[src/rtl/booth_mult_arbiter.sv]
// Round-robin front end that shares one sequential Booth multiplier core between
// NUM_REQ clients: accepts an operand pair, starts the core, returns the tagged product.
module booth_mult_arbiter #(
  parameter int unsigned NUM_REQ = 4,
  parameter int unsigned WIDTH   = 4,
  parameter int unsigned TIMEOUT = 8
) (
  input  logic                         clk,
  input  logic                         reset,
  input  logic [NUM_REQ-1:0]           req_valid,
  output logic [NUM_REQ-1:0]           req_ready,
  input  logic [NUM_REQ*WIDTH-1:0]     req_m,
  input  logic [NUM_REQ*WIDTH-1:0]     req_a,
  output logic                         core_start,
  output logic [WIDTH-1:0]             core_m,
  output logic [WIDTH-1:0]             core_a,
  input  logic                         core_done,
  input  logic [2*WIDTH-1:0]           core_product,
  output logic                         rsp_valid,
  input  logic                         rsp_ready,
  output logic [$clog2(NUM_REQ)-1:0]   rsp_id,
  output logic [2*WIDTH-1:0]           rsp_product,
  output logic                         rsp_timeout,
  output logic                         busy
);

  localparam int unsigned ID_W  = $clog2(NUM_REQ);
  localparam int unsigned TMR_W = $clog2(TIMEOUT + 1);

  typedef enum logic [1:0] {IDLE, ISSUE, WAIT, RESP} state_t;

  state_t             state;
  logic [ID_W-1:0]    rr_ptr;
  logic [ID_W-1:0]    cur_id;
  logic [TMR_W-1:0]   timer;

  logic               grant_found;
  logic [ID_W-1:0]    grant_idx;
  logic [WIDTH-1:0]   grant_m;
  logic [WIDTH-1:0]   grant_a;
  int unsigned        cand;

  // First valid requester at or above rr_ptr, wrapping around.
  always_comb begin
    grant_found = 1'b0;
    grant_idx   = '0;
    cand        = 0;
    for (int unsigned k = 0; k < NUM_REQ; k++) begin
      cand = 32'(rr_ptr) + k;
      if (cand >= NUM_REQ) cand = cand - NUM_REQ;
      if (!grant_found && req_valid[ID_W'(cand)]) begin
        grant_found = 1'b1;
        grant_idx   = ID_W'(cand);
      end
    end
  end

  // Operand slice of the granted requester.
  always_comb begin
    grant_m = '0;
    grant_a = '0;
    for (int unsigned i = 0; i < NUM_REQ; i++) begin
      if (grant_idx == ID_W'(i)) begin
        grant_m = req_m[i*WIDTH +: WIDTH];
        grant_a = req_a[i*WIDTH +: WIDTH];
      end
    end
  end

  // Accept is offered only while idle, so no request can slip in during RESP.
  always_comb begin
    req_ready = '0;
    if (!reset && state == IDLE && grant_found) req_ready[grant_idx] = 1'b1;
  end

  always_ff @(posedge clk or posedge reset) begin
    if (reset) begin
      state       <= IDLE;
      rr_ptr      <= '0;
      cur_id      <= '0;
      timer       <= '0;
      core_start  <= 1'b0;
      core_m      <= '0;
      core_a      <= '0;
      rsp_valid   <= 1'b0;
      rsp_id      <= '0;
      rsp_product <= '0;
      rsp_timeout <= 1'b0;
      busy        <= 1'b0;
    end else begin
      core_start <= 1'b0;
      case (state)
        IDLE: begin
          if (grant_found) begin
            core_m     <= grant_m;
            core_a     <= grant_a;
            cur_id     <= grant_idx;
            rr_ptr     <= (grant_idx == ID_W'(NUM_REQ - 1)) ? '0 : grant_idx + ID_W'(1);
            core_start <= 1'b1;
            busy       <= 1'b1;
            state      <= ISSUE;
          end
        end
        ISSUE: begin
          timer <= '0;
          state <= WAIT;
        end
        WAIT: begin
          // A done on the expiry cycle still delivers the real product.
          if (core_done) begin
            rsp_product <= core_product;
            rsp_timeout <= 1'b0;
            rsp_id      <= cur_id;
            rsp_valid   <= 1'b1;
            state       <= RESP;
          end else if (timer == TMR_W'(TIMEOUT - 1)) begin
            rsp_product <= '0;
            rsp_timeout <= 1'b1;
            rsp_id      <= cur_id;
            rsp_valid   <= 1'b1;
            state       <= RESP;
          end else begin
            timer <= timer + TMR_W'(1);
          end
        end
        RESP: begin
          if (rsp_ready) begin
            rsp_valid <= 1'b0;
            busy      <= 1'b0;
            state     <= IDLE;
          end
        end
        default: state <= IDLE;
      endcase
    end
  end

endmodule

[config.mk]
export PLATFORM = sky130hd
export DESIGN_NAME = booth_mult_arbiter
export DESIGN_NICKNAME = d
export VERILOG_FILES = /design/src/rtl/booth_mult_arbiter.sv
export SDC_FILE = /design/constraint.sdc
export NUM_CORES = 1
export LEC_CHECK = 0
export CAP_MARGIN = 0
export CORE_UTILIZATION = 28
export DETAILED_ROUTE_END_ITERATION = 8
export GPL_ROUTABILITY_DRIVEN = 0
export PLACE_DENSITY = 0.58
export REMOVE_ABC_BUFFERS = 1
export SLEW_MARGIN = 20
export SYNTH_ARGS = -nofsm -noshare
export SYNTH_HDL_FRONTEND = slang
export SYNTH_SLANG_ARGS = --single-unit
[constraint.sdc]
create_clock -name clk -period 5.6 [get_ports clk]
set_input_delay 0.56 -clock clk [delete_from_list [all_inputs] [get_ports clk]]
set_output_delay 0.56 -clock clk [all_outputs]
set_load 0.05 [all_outputs]
==> metrics <==
r2r endpoint=core_a[2]; Yosys top cell area share=0.440; CP most frequent cell=clkdlybuf4s50_1; Post-Place Cells=327; grt ovf=0; Max Cap Viol=0; final core occ=0.427; largest net degree at the start of global routing=27; htree depth=2; minimum clock period=4050 ps; slew at the pin closest to its max-slew limit=774 ps; Hold Path Origin=rsp_product[6]; Ys Warns=0; Critical Path Start Type=input pin; unrepaired setup endpoints after global routing=no; Routed Antenna Nets=0; Hold/Removal Path Class=reg2reg; later-pin clock latency in the skew report=280 ps; fmax=0.247 GHz; hold depth=1; Die H=82.6 um; final WL=4580 um; commonest non-fill, non-tap cells in the layout=clkdlybuf4s50_1 (73), dfrtp_1 (32), a21oi_1 (27); Clock Skews=8.01 ps; Cells after Synth=184; IR drop worst, VDD=279 uV; n_diodes=0; Final Max Slew Viols=0; HPWL Detailed=3420 um; Post CTS Setup Buffer Count=0; Final period util=0.723; synth unique cells=40; drt via density=4.79; CTS root buf=clkbuf_8; post-DR wirelength/cell=13.7 um; vias in the first global route=1513; leakage=1.19 nW; core area=0.00631 mm^2; die area=0.00682 mm^2; initial antenna violation count=0; crit path kind=in2out; Synth area leaders=dfrtp_1 (44%), a21oi_1 (7.4%), ha_1 (6.2%), a221o_1 (4.4%), nand3b_1 (4.1%); relative slew slack=0.478; CTS resizes=0; buffers plus inverters on the worst setup path=2; hold buffer count at CTS=0; Post-synth EDFFs=0; initial core utilization=0.288; Num CTS Buffers=5; RR Startpoint=rr_ptr[1]; Non-Filler Instances=335; area of the multi-input gates=901 um^2; Reg area=801 um^2; die width=82.6 um; crit-path max FO=17; Reg2Reg Depth=7; Iteration-0 DRC Markers=64; most common library cell in the layout ignoring fill and taps=clkdlybuf4s50_1; Synth Cell Area=0.00182 mm^2; DRC viols=0; hold worst-path end=rsp_product[6]; # port buffers=73; nets=314; WP depth=7; CTS tree=yes; FP Rows=29; Avg Inst Size Synth=9.89 um^2; Async SR Flop Fraction=1.00; Top delay family on crit path=buffers and inverters; DR vias=1605; sequential-to-total area share from yosys stat=0.440; share of cells above drive strength 1=0.0698; ys flop type=dfrtp_1; WHS=501 ps; drt pass-1 iters=4; final setup vio count=0; setup_tns=0 ps; Yosys top cell by area=dfrtp_1; Seq cells post-synth=32; Fill cells=622; Crit. End Element=output port; Sink Count=32; CP peak stage delay=800 ps; critical-path cell list=clkdlybuf4s50_1, nand2b_1, a21oi_1, nor4_1, ha_1, and3_1, clkdlybuf4s50_1; Pwr per Cell Area=557 mW/mm^2; first-pass GRT wire length=7290 um; P&R area growth vs syn=48.3%; slowest cell on the critical path=clkdlybuf4s50_1; # IOs=74; status=finished, final reports clean; CTS clk-pin slew, worst paths=70 ps; clk buf depth=2; Req. time, crit path=5040 ps; Overall Global Routing Usage=0.143; final hold violations=0; flop2flop setup slack=3150 ps; critical path data arrival time=3490 ps
[power by group]
part	leakage, nW	internal (mW)	switching (mW)
clock network	0.0479	0.0865	0.0877
logic	0.755	0.366	0.554
registers	0.391	0.338	0.0693
total	1.19	0.791	0.711
[cell usage after synthesis (all sizes together) (2+ instances only)]
| cell type | instances |
|---|---|
| a21oi | 27 |
| a221o | 8 |
| a221oi | 2 |
| a22o | 8 |
| and2 | 2 |
| and3 | 5 |
| buf | 7 |
| clkbuf | 3 |
| dfrtp | 32 |
| ha | 9 |
| inv | 16 |
| mux2 | 3 |
| mux2i | 3 |
| nand2 | 9 |
| nand2b | 4 |
| nand3b | 10 |
| nor2 | 12 |
| nor2b | 4 |
| nor4 | 2 |
| o21ai | 2 |
| o41ai | 2 |
[worst max-delay path by stage]
stage / startpoint / to / slack, ps
finish: req_valid[1] / req_ready[3] / 1550
global route: req_valid[1] / req_ready[3] / 1390
CTS: req_valid[1] / req_ready[3] / 1560
detailed placement: req_valid[1] / req_ready[3] / 1560
global placement: req_valid[1] / req_ready[3] / 1630
floorplan: req_valid[2] / req_ready[3] / 2950
[flip-flops by register name, summed over array words and instances (netlist names)]
| register | count |
|---|---|
| busy | 1 |
| rsp_timeout | 1 |
| cur_id | 2 |
| rr_ptr | 2 |
| rsp_valid | 1 |
| core_m | 4 |
| core_start | 1 |
| timer | 4 |
| rsp_id | 2 |
| rsp_product | 8 |
| state | 2 |
| core_a | 4 |
[layout make-up]
cell class | instances | share of cell area
inverters | 16 | 0.0223
repair buffers | 76 | 0.279
flip-flops and latches | 32 | 0.297
well taps | 77 | 0.0357
clock buffers | 5 | 0.0255
multi-input cells | 126 | 0.334
clock inverters | 3 | 0.00695
[through the flow]
| step | power, mW | worst slack [ps] | area (um^2) |
|---|---|---|---|
| floorplan | 1.04 | 2950 | 1760 |
| global placement | 1.33 | 1630 | 2610 |
| detailed placement | 1.34 | 1560 | 2610 |
| CTS | 1.52 | 1560 | 2700 |
| global route | 1.61 | 1390 | 2700 |
| finish | 1.50 | 1550 | 2700 |
[logic make-up after synthesis]
logic type | count (synthesis) | share of synthesized area
AO/OA/AOI/OAI | 56 | 0.224
XOR/XNOR | 1 | 0.00482
adder cells (fa/ha/maj) | 9 | 0.0619
buffers and inverters | 26 | 0.0646
flip-flops | 32 | 0.440
multiplexers | 6 | 0.0351
AND/OR/NAND/NOR | 54 | 0.169
[metal layers]
layer / global-route usage / up-vias / share of wire
met2: 0.252 / 40 / 0.49
met3: 0.0308 / 4 / 0.042
li1: - / 807 / -
met5: 0 / - / 0
met4: 0.0362 / 0 / 0.010
met1: 0.177 / 754 / 0.45
No activity file was read; power rests on OpenSTA's default activity.
